===== config.mk =====
export PLATFORM = sky130hd
export DESIGN_NAME = bit_unstuff
export DESIGN_NICKNAME = d
export VERILOG_FILES = /design/src/rtl/bit_unstuff.sv
export SDC_FILE = /design/constraint.sdc
export NUM_CORES = 1
export LEC_CHECK = 0
export ABC_AREA = 0
export CORE_MARGIN = 1.5
export CORE_UTILIZATION = 50
export DETAILED_ROUTE_END_ITERATION = 8
export PLACE_DENSITY_LB_ADDON = 0.2
export SYNTH_ARGS = -nofsm -noshare
export SYNTH_HDL_FRONTEND = slang
export SYNTH_SLANG_ARGS = --single-unit

===== constraint.sdc =====
create_clock -name clk -period 4.45 [get_ports clk]
set_input_delay 0.445 -clock clk [delete_from_list [all_inputs] [get_ports clk]]
set_output_delay 0.445 -clock clk [all_outputs]
set_load 0.05 [all_outputs]

===== src/rtl/bit_unstuff.sv =====
// USB receive bit unstuffer: hunts for SYNC, removes stuffed zeros, frames
// each packet with start/end pulses and flags stuffing violations.
module bit_unstuff #(
  parameter int STUFF_LEN    = 6,
  parameter int SYNC_LEN     = 8,
  parameter int SYNC_TIMEOUT = 32
) (
  input  logic clk,
  input  logic rst_L,
  input  logic inb,
  input  logic in_valid,
  input  logic recving,
  input  logic eop,
  output logic outb,
  output logic out_valid,
  output logic pkt_start,
  output logic pkt_end,
  output logic aborted,
  output logic stuff_err
);

  localparam int OC_W = $clog2(STUFF_LEN + 1);
  localparam int TO_W = $clog2(SYNC_TIMEOUT + 1);

  localparam logic [SYNC_LEN-1:0] SYNC_PAT  = SYNC_LEN'(1);
  localparam logic [OC_W-1:0]     STUFF_MAX = OC_W'(STUFF_LEN);
  localparam logic [TO_W-1:0]     TO_MAX    = TO_W'(SYNC_TIMEOUT);
  localparam logic [TO_W-1:0]     SYNC_MIN  = TO_W'(SYNC_LEN);

  typedef enum logic [1:0] {
    S_IDLE = 2'd0,
    S_HUNT = 2'd1,
    S_DATA = 2'd2,
    S_ERR  = 2'd3
  } state_t;

  state_t              state_q, state_d;
  logic [SYNC_LEN-1:0] sr_q, sr_d;
  logic [OC_W-1:0]     ones_q, ones_d;
  logic [TO_W-1:0]     to_q, to_d;
  logic                outb_q, outb_d;
  logic                outv_q, outv_d;
  logic                start_q, start_d;
  logic                end_q, end_d;
  logic                abort_q, abort_d;
  logic                serr_q, serr_d;

  logic [SYNC_LEN-1:0] sr_shift;
  logic [TO_W-1:0]     to_inc;

  assign sr_shift = {sr_q[SYNC_LEN-2:0], inb};
  assign to_inc   = (to_q == TO_MAX) ? to_q : to_q + 1'b1;

  always_comb begin
    state_d = state_q;
    sr_d    = sr_q;
    ones_d  = ones_q;
    to_d    = to_q;
    outb_d  = outb_q;
    outv_d  = 1'b0;
    start_d = 1'b0;
    end_d   = 1'b0;
    abort_d = 1'b0;
    serr_d  = 1'b0;

    unique case (state_q)
      S_IDLE: begin
        if (recving) begin
          state_d = S_HUNT;
          sr_d    = '0;
          to_d    = '0;
        end
      end

      S_HUNT: begin
        if (!recving || eop) begin
          state_d = S_IDLE;
        end else if (in_valid) begin
          sr_d = sr_shift;
          to_d = to_inc;
          // A match only counts once a full SYNC window has been shifted in,
          // so the cleared register cannot fake a SYNC from a lone 1.
          if (sr_shift == SYNC_PAT && to_inc >= SYNC_MIN) begin
            state_d = S_DATA;
            start_d = 1'b1;
            ones_d  = OC_W'(1);
          end else if (to_inc >= TO_MAX) begin
            state_d = S_ERR;
          end
        end
      end

      S_DATA: begin
        if (!recving) begin
          state_d = S_IDLE;
          end_d   = 1'b1;
          abort_d = 1'b1;
        end else if (eop) begin
          state_d = S_IDLE;
          end_d   = 1'b1;
        end else if (in_valid) begin
          if (ones_q == STUFF_MAX) begin
            if (inb) begin
              state_d = S_ERR;
              serr_d  = 1'b1;
            end else begin
              ones_d = '0;
            end
          end else begin
            outb_d = inb;
            outv_d = 1'b1;
            ones_d = inb ? ones_q + 1'b1 : '0;
          end
        end
      end

      S_ERR: begin
        if (!recving || eop) begin
          state_d = S_IDLE;
        end
      end

      default: state_d = S_IDLE;
    endcase
  end

  always_ff @(posedge clk) begin
    if (!rst_L) begin
      state_q <= S_IDLE;
      sr_q    <= '0;
      ones_q  <= '0;
      to_q    <= '0;
      outb_q  <= 1'b0;
      outv_q  <= 1'b0;
      start_q <= 1'b0;
      end_q   <= 1'b0;
      abort_q <= 1'b0;
      serr_q  <= 1'b0;
    end else begin
      state_q <= state_d;
      sr_q    <= sr_d;
      ones_q  <= ones_d;
      to_q    <= to_d;
      outb_q  <= outb_d;
      outv_q  <= outv_d;
      start_q <= start_d;
      end_q   <= end_d;
      abort_q <= abort_d;
      serr_q  <= serr_d;
    end
  end

  assign outb      = outb_q;
  assign out_valid = outv_q;
  assign pkt_start = start_q;
  assign pkt_end   = end_q;
  assign aborted   = abort_q;
  assign stuff_err = serr_q;

endmodule


==> flow_summary.yaml, run 1 <==
run_status:
  status: "finished clean"
final_layout:
  diodes: 0
  layout.nets: 157
  multi_input_area_sq_um: 619
  area_growth_pct: 14.6
  seq_area_sq_um: 480
  utilization: 0.597
  fill_cells: 190
  drive_gt1_frac: 0.0548
synthesis:
  synth_area_sq_um: 1140
  synth_edf_count: 0
  yosysWarnings: 0
  synth_ff_type: "dfxtp_1"
  async_reset_ff_frac: 0
  synthCells: 134
  yosys_register_bits: 24
  yosysMostFrequentCell: "dfxtp_1"
  synth_commonest_cells: "dfxtp_1 (24), nor2_1 (18), nand2_1 (11)"
  synthesis.area_per_instance_sq_um: 8.52
  synth_area_leaders: "dfxtp_1 (42%), a22oi_1 (5.9%), nor2_1 (5.9%)"
  synth_seq_area_share: 0.421
  synth_top_area_share: 0.421
  yosys.area.top_type: "dfxtp_1"
  yosysUniqueCellTypes: 37
  syn-num-nets: 144
setup_path:
  r2r_start: "state_q[0]$_SDFFE_PN0P_"
  cp_data_required_time_ns: 4.67
  crit_path_start_kind: "primary input"
  r2r_end: "to_q[0]$_SDFFE_PN0P_"
  rr_worst_depth: 4
  crit_type: "primary input to flip-flop"
  cp.arrival_ns: 2.42
  critPathSlowestCell: "o21ai_1"
  r2r_setup_slack_ns: 2.58
  critPathCaptureType: "flip-flop"
  max_stage_delay_ns: 0.76
  cp_cell_sequence: "clkdlybuf4s50_1 > nor2b_1 > o21ai_1 > o21ai_0 > a221oi_1"
  critPathMaxFanout: 16
die:
  io_pins: 12
  fp.dieW_microns: 50.8
  core_region_area_sq_um: 2190
  die_area_sq_um: 2580
  initial_core_util: 0.521
  die_y_microns: 50.8
  rows: 17
sta:
  fin_skew_ns: 0.00336
  fin_crit_sh: 0.494
  min_period_ns: 2.20
  rsz0062_at_grt: "false"
  setup_viol: 0
  finalHoldViolations: 0
  worst_pin_slew_ns: 0.988
  slew_headroom: 0.337
  setup_tns_ns: 0
  fmax_ghz: 0.455
  report.final.slew_viol_count: 0
global_routing:
  antenna_found_initial: 0
  grt_pass1_vias: 912
  grt_use_total: 0.201
  grt_overflow_total: 0
  grt_max_degree: 17
  grt_pass1_wl_mm: 3.97
run:
  max_cap_violations: 0
detailed_routing:
  drt-initial-drc-count: 31
  firstDrtPassIters: 4
  post_drt_wl_per_cell_microns: 12.9
  vias_per_cell: 5.63
  drtAntennaViolNets: 0
  routed_wl_mm: 2.24
  vias: 980
  drc_errors: 0
worst_hold_path:
  hold_path_class: "flip-flop to flip-flop"
  holdPathStages: 2
  hp-start: "ones_q[1]$_SDFFE_PN0P_"
  min_to: "ones_q[1]$_SDFFE_PN0P_"
clock_tree:
  clockRootBuffer: "clkbuf_4"
  cts_buffers: 3
  clock_path_buffers: 2
  cts_setup_buffers: 0
  ctsHoldBuffers: 0
  clock_latency_ns: 0.31
  clk_pin_slew_ns: 0.13
  cts_resized: 0
  tritoncts: "yes"
  clock-sinks: 24
  ctsHtreeMaxLevel: 1
power:
  power_density_nw_per_um2: 271
  leakagePower_nw: 0.454
  max-vdd-ir-drop_v: 0.000224
placed_design:
  dp.final_hpwl_mm: 1.66
  port_buffers: 11
  gp_congestion: 0.835
## cells by family (layout without fill, tap and decap cells)
group                      count (synthesis)  after routing  share of synthesized area
DFF                                       24             24                      0.421
buffers and inverters                     10             22                     0.0362
xor gates and xnor gates                   1              1                    0.00768
adders and majority gates                  4              4                     0.0439
AOI/OAI and AO/OA                         33             33                      0.201
muxes                                      2              2                     0.0175
and+or+nand+nor                           60             60                      0.273
## area by class of cell
class,count,area share
flip-flops and latches,24,0.367
inverters,7,0.0201
multi-input cells,100,0.474
repair buffers,11,0.0842
well taps,28,0.0268
clock buffers,4,0.0278
## where the power goes
group	total [mW]	switching [mW]	internal (mW)	leakage, nW
clock network	0.114	0.0637	0.0499	0.0210
registers	0.218	0.00157	0.216	0.194
logic	0.0235	0.0145	0.00898	0.239
## metrics by stage
stage	hold slack [ns]	power (mW)	std cells	worst slack (ns)	cell area (sq um)
detailed placement	0.486	0.246	170	1.96	1270
finish	0.500	0.355	174	2.25	1310
floorplan	0.458	0.236	134	2.84	1140
global placement	0.473	0.245	170	2.10	1270
CTS	0.505	0.357	174	2.26	1310
global route	0.531	0.372	174	2.02	1310
## routing by layer
layer | global-route usage | vias up | wire length, microns
li1 | - | 509 | -
met1 | 0.260 | 453 | 1080
met2 | 0.338 | 16 | 1070
met3 | 0.0268 | 2 | 74
met4 | 0.0811 | 0 | 17
met5 | 0 | - | 0
## sequential cells by signal, indices dropped and copies added, names as in the netlist
| signal | cells |
|---|---|
| aborted | 1 |
| pkt_end | 1 |
| to_q | 6 |
| stuff_err | 1 |
| state_q | 2 |
| sr_q | 7 |
| pkt_start | 1 |
| out_valid | 1 |
| ones_q | 3 |
| outb | 1 |
## worst max-delay path: cells and delay by family
kind	cells	cell delay [ns]
and+or+nand+nor	1	0.19
AOI/OAI and AO/OA	3	1.27
buffers and inverters	1	0.52
## layout by cell type, fill, tap and decap left out, types with 3 or more instances in the layout
cell type and count:
o21ai_0 5, clkbuf_4 3, clkdlybuf4s50_1 11, dfxtp_1 24, a22oi_1 9, ha_1 4, a21oi_1 5, inv_1 7
nor2_1 18, nor2b_1 7, nand2_1 11, nor4_1 3, o21ai_1 3, nand2b_1 3, nand3_1 5
## worst max-delay path by stage
stage | from | endpoint | cells past startpoint
after global routing | in_valid | to_q[0]$_SDFFE_PN0P_ | 5
after global placement | in_valid | to_q[0]$_SDFFE_PN0P_ | 5
after CTS | in_valid | to_q[0]$_SDFFE_PN0P_ | 5
after detailed placement | in_valid | to_q[0]$_SDFFE_PN0P_ | 5
final | in_valid | to_q[0]$_SDFFE_PN0P_ | 5
after floorplan | eop | ones_q[2]$_SDFFE_PN0P_ | 5
(Power assumes the default switching activity.)
==> run 2, diff against run 1 <==
==> constraint.sdc (replaced) <==
create_clock -name clk -period 2.06 [get_ports clk]
set_input_delay 0.206 -clock clk [delete_from_list [all_inputs] [get_ports clk]]
set_output_delay 0.206 -clock clk [all_outputs]
set_load 0.05 [all_outputs]
==> flow_summary.yaml, run 2 (synthesis gave the netlist of run 1 again) <==
run_status:
  status: "finished clean"
sta:
  rsz0062_at_grt: "false"
  fin_skew_ns: 0.00776
  min_period_ns: 1.74
  setup_viol: 0
  report.final.slew_viol_count: 0
  fmax_ghz: 0.573
  worst_pin_slew_ns: 0.616
  finalHoldViolations: 0
  setup_tns_ns: 0
  holdWs_ns: 0.491
  fin_crit_sh: 0.847
  setup_ws_ns: 0.315
  slew_headroom: 0.584
worst_hold_path:
  hold_path_class: "primary input to flip-flop"
  hp-start: "recving"
  min_to: "aborted$_SDFF_PN0_"
  holdPathStages: 2
global_routing:
  grt_max_degree: 16
  grt_pass1_vias: 874
  grt_overflow_total: 0
  grt_use_total: 0.198
  antenna_found_initial: 0
  grt_pass1_wl_mm: 3.79
placed_design:
  placed_cells: 173
  pre_cts_ws_ns: 0.144
  place_area_sq_um: 1290
  dp.final_hpwl_mm: 1.66
  port_buffers: 11
  gp_congestion: 0.834
final_layout:
  most-common-layout-cells: "dfxtp_1 (24), nor2_1 (18), nand2_1 (11), clkdlybuf4s50_1 (11), a22oi_1 (9)"
  drive_gt1_frac: 0.0676
  instances_no_fill: 176
  utilization: 0.601
  largestRegisters: "sr_q: 7 flops, to_q: 6 flops, ones_q: 3 flops"
  largest_reg_flops: 7
  area_growth_pct: 15.4
  regMostFlops: "sr_q"
  layout.nets: 160
  diodes: 0
  design_area_sq_um: 1320
  final_common_cell: "dfxtp_1"
setup_path:
  r2r_setup_slack_ns: 0.32
  crit_path_start_kind: "flip-flop"
  critPathCaptureType: "flip-flop"
  cp_data_required_time_ns: 2.29
  critPathSlowestCell: "dfxtp_1"
  critPathTopFamily: "compound AO/OA/AOI/OAI gates"
  crit_buf_inv: 0
  max_stage_delay_ns: 0.43
  r2r_start: "to_q[0]$_SDFFE_PN0P_"
  crit_type: "flip-flop to flip-flop"
  r2r_end: "ones_q[0]$_SDFFE_PN0P_"
  cp.arrival_ns: 1.97
  cp_cell_sequence: "ha_1 > xor2_1 > a2bb2oi_1 > nor3_2 > a21o_1 > a211oi_1"
  critPathMaxFanout: 6
  rr_worst_depth: 6
power:
  leakagePower_nw: 0.461
  finalPower_mw: 0.725
  pwr-share-clk: 0.277
  max-vdd-ir-drop_v: 0.000528
  seqPwrFrac: 0.648
  power_density_nw_per_um2: 551
  pwr-share-comb: 0.074
  p_sw_frac: 0.231
  p_int_mw: 0.558
  switching_power_mw: 0.167
detailed_routing:
  drt-initial-drc-count: 13
  vias: 1018
  drtAntennaViolNets: 0
  met2_wirelength_mm: 1.03
  routed_wl_mm: 2.24
  top_layer: "met4"
  wl_met3_microns: 100
  post_drt_wl_per_cell_microns: 12.7
  met1Wirelength_mm: 1.08
  vias_per_cell: 5.78
  firstDrtPassIters: 4
  drc_errors: 0
clock_tree:
  ctsHoldBuffers: 0
  cts_resized: 0
  clock_path_buffers: 2
  clock_latency_ns: 0.31
  clk_pin_slew_ns: 0.13
  cts_setup_buffers: 0
  clockRootBuffer: "clkbuf_4"
  tritoncts: "yes"
  cts_buffers: 3
  clock-sinks: 24
  ctsHtreeMaxLevel: 1
run:
  max_cap_violations: 0
die:
  core_region_area_sq_um: 2190
  initial_core_util: 0.521
  fp.dieW_microns: 50.8
  rows: 17
  die_y_microns: 50.8
  io_pins: 12
  die_area_sq_um: 2580
## run 2: cell count changes in the layout (fill, tap and decap cells not counted)
cell | before | now
buf_4 | 0 | 3
clkbuf_8 | 1 | 0
## run 2: power groups by stage
stage / Combinational, mW / Sequential (mW) / Clock [mW]
3_3_place_gp: 0.0531 / 0.480 / 0
6_report: 0.0539 / 0.470 / 0.201
5_1_grt: 0.0601 / 0.471 / 0.233
3_5_place_dp: 0.0538 / 0.480 / 0
2_1_floorplan: 0.0314 / 0.479 / 0
4_1_cts: 0.0541 / 0.470 / 0.208
## run 2: worst max path at each step
stage / from / to / slack (ns) / cells after the start
2_1_floorplan: ones_q[0]$_SDFFE_PN0P_ / ones_q[2]$_SDFFE_PN0P_ / 0.48 / 6
3_3_place_gp: recving / ones_q[2]$_SDFFE_PN0P_ / 0.18 / 6
3_5_place_dp: recving / ones_q[0]$_SDFFE_PN0P_ / 0.14 / 6
4_1_cts: to_q[0]$_SDFFE_PN0P_ / ones_q[0]$_SDFFE_PN0P_ / 0.32 / 6
5_1_grt: to_q[0]$_SDFFE_PN0P_ / to_q[2]$_SDFFE_PN0P_ / 0.19 / 7
6_report: to_q[0]$_SDFFE_PN0P_ / ones_q[0]$_SDFFE_PN0P_ / 0.32 / 6
## run 2: routing by layer
| layer | GRT usage | up-vias |
|---|---|---|
| li1 | - | 517 |
| met1 | 0.262 | 472 |
| met2 | 0.311 | 25 |
| met3 | 0.0357 | 4 |
| met4 | 0.0946 | 0 |
| met5 | 0 | - |
## run 2: final cells by class
class / count / area, sq um
Fill cell: 196 / 875
Multi-Input combinational cell: 100 / 619
Sequential cell: 24 / 480
Timing Repair Buffer: 14 / 133
Tap cell: 28 / 35.0
Inverter: 7 / 26.3
Clock buffer: 3 / 22.5
==> run 3, diff against run 2 <==
==> constraint.sdc (replaced) <==
create_clock -name clk -period 1.8 [get_ports clk]
set_input_delay 0.18 -clock clk [delete_from_list [all_inputs] [get_ports clk]]
set_output_delay 0.18 -clock clk [all_outputs]
set_load 0.05 [all_outputs]
==> flow_summary.yaml, run 3 (synthesis gave the netlist of run 1 again) <==
final_layout:
  regMostFlops: "sr_q"
  utilization: 0.649
  final_common_cell: "dfxtp_1"
  area_growth_pct: 24.6
  largest_reg_flops: 7
  most-common-layout-cells: "dfxtp_1 (23), nor2_1 (18), nand2_1 (11), clkdlybuf4s50_1 (11), buf_4 (10)"
  drive_gt1_frac: 0.154
  design_area_sq_um: 1420
  largestRegisters: "sr_q: 7 flops, to_q: 6 flops, ones_q: 3 flops"
  diodes: 0
  fill_cells: 188
  layout.nets: 167
detailed_routing:
  drt-initial-drc-count: 9
  vias: 1044
  drtAntennaViolNets: 0
  vias_per_cell: 5.67
  firstDrtPassIters: 4
  routed_wl_mm: 2.38
  post_drt_wl_per_cell_microns: 12.9
  drc_errors: 0
clock_tree:
  cts_resized: 0
  ctsHoldBuffers: 0
  clockRootBuffer: "clkbuf_4"
  cts_setup_buffers: 0
  clock_path_buffers: 2
  tritoncts: "yes"
  clock-sinks: 24
  clk_pin_slew_ns: 0.13
  cts_buffers: 3
  clock_latency_ns: 0.32
  ctsHtreeMaxLevel: 1
sta:
  fin_crit_sh: 0.957
  fin_skew_ns: 0.00767
  worst_pin_slew_ns: 0.503
  finalHoldViolations: 0
  min_period_ns: 1.72
  slew_headroom: 0.664
  report.final.slew_viol_count: 0
  fmax_ghz: 0.580
  setup_ws_ns: 0.0766
  setup_viol: 0
  rsz0062_at_grt: "false"
die:
  die_y_microns: 50.8
  initial_core_util: 0.521
  core_region_area_sq_um: 2190
  io_pins: 12
  rows: 17
  fp.dieW_microns: 50.8
  die_area_sq_um: 2580
power:
  pwr-share-clk: 0.392
  seqPwrFrac: 0.536
  p_sw_frac: 0.210
  max-vdd-ir-drop_v: 0.000412
  leakagePower_nw: 0.512
  pwr-share-comb: 0.072
  power_density_nw_per_um2: 706
  switching_power_mw: 0.211
  p_int_mw: 0.793
  finalPower_mw: 1.00
global_routing:
  antenna_found_initial: 0
  grt_overflow_total: 0
  grt_use_total: 0.206
  grt_pass1_wl_mm: 4.03
  grt_pass1_vias: 956
  grt_max_degree: 16
setup_path:
  crit_type: "flip-flop to flip-flop"
  r2r_end: "ones_q[2]$_SDFFE_PN0P_"
  crit_path_start_kind: "flip-flop"
  crit_start: "ones_q[0]$_SDFFE_PN0P_"
  r2r_start: "ones_q[0]$_SDFFE_PN0P_"
  critPathCaptureType: "flip-flop"
  rr_worst_depth: 6
  r2r_setup_slack_ns: 0.08
  critPathMaxFanout: 4
  cp-endpoint: "ones_q[2]$_SDFFE_PN0P_"
  cp.arrival_ns: 1.98
  cp_data_required_time_ns: 2.06
placed_design:
  pre_cts_ws_ns: -0.0500
  port_buffers: 11
  dp.final_hpwl_mm: 1.75
  gp_congestion: 0.874
  place_area_sq_um: 1350
run:
  max_cap_violations: 0
run_status:
  status: "finished clean"
worst_hold_path:
  hold_path_class: "primary input to flip-flop"
==> run 3: power by group through the flow <==
| stage | sequential, mW | clock, mW | combinational, mW |
|---|---|---|---|
| 5_1_grt | 0.539 | 0.425 | 0.0799 |
| 4_1_cts | 0.538 | 0.400 | 0.0710 |
| 2_1_floorplan | 0.549 | 0 | 0.0359 |
| 6_report | 0.538 | 0.393 | 0.0722 |
| 3_5_place_dp | 0.550 | 0 | 0.0702 |
| 3_3_place_gp | 0.550 | 0 | 0.0694 |
==> run 3: metal layers <==
layer / track usage / vias up / wire length, microns / share of wire
met1: 0.262 / 498 / 1190 / 0.50
met5: 0 / - / 0 / 0
met2: 0.344 / 16 / 1110 / 0.47
met4: 0.0946 / 0 / 17 / 0.0071
met3: 0.0268 / 2 / 67 / 0.028
li1: - / 528 / - / -
==> run 3: critical path, cell delays in order (launching register included) <==
cell and delay (ns):
dfxtp_2 0.37, inv_2 0.06, ha_2 0.19, and3_1 0.21, o32a_1 0.39, a2111o_1 0.39
o21ai_1 0.07
==> run 3: worst min path at each step <==
| stage | startpoint | to | slack (ns) | depth (start not counted) |
|---|---|---|---|---|
| after floorplan | recving | aborted$_SDFF_PN0_ | 0.25 | 1 |
| after global placement | ones_q[2]$_SDFFE_PN0P_ | ones_q[2]$_SDFFE_PN0P_ | 0.48 | 2 |
| after detailed placement | outb$_SDFFE_PN0P_ | outb$_SDFFE_PN0P_ | 0.49 | 2 |
| after CTS | recving | aborted$_SDFF_PN0_ | 0.45 | 2 |
| after global routing | recving | aborted$_SDFF_PN0_ | 0.46 | 2 |
| final | recving | aborted$_SDFF_PN0_ | 0.46 | 2 |
==> run 3: layout make-up <==
cell class | count | area, sq um | share of cell area
inverters | 7 | 26.3 | 0.0185
clock buffers | 3 | 22.5 | 0.0158
clock inverters | 1 | 30.0 | 0.0211
well taps | 28 | 35.0 | 0.0246
flip-flops and latches | 24 | 482 | 0.339
multi-input cells | 100 | 641 | 0.451
repair buffers | 21 | 185 | 0.130
==> run 3: through the flow <==
stage | instances | hold WS (ns) | TNS (ns)
2_1_floorplan | 134 | 0.252 | 0
3_3_place_gp | 180 | 0.478 | -0.0359
3_5_place_dp | 180 | 0.492 | -0.0899
4_1_cts | 184 | 0.453 | 0
5_1_grt | 184 | 0.465 | 0
6_report | 184 | 0.457 | 0
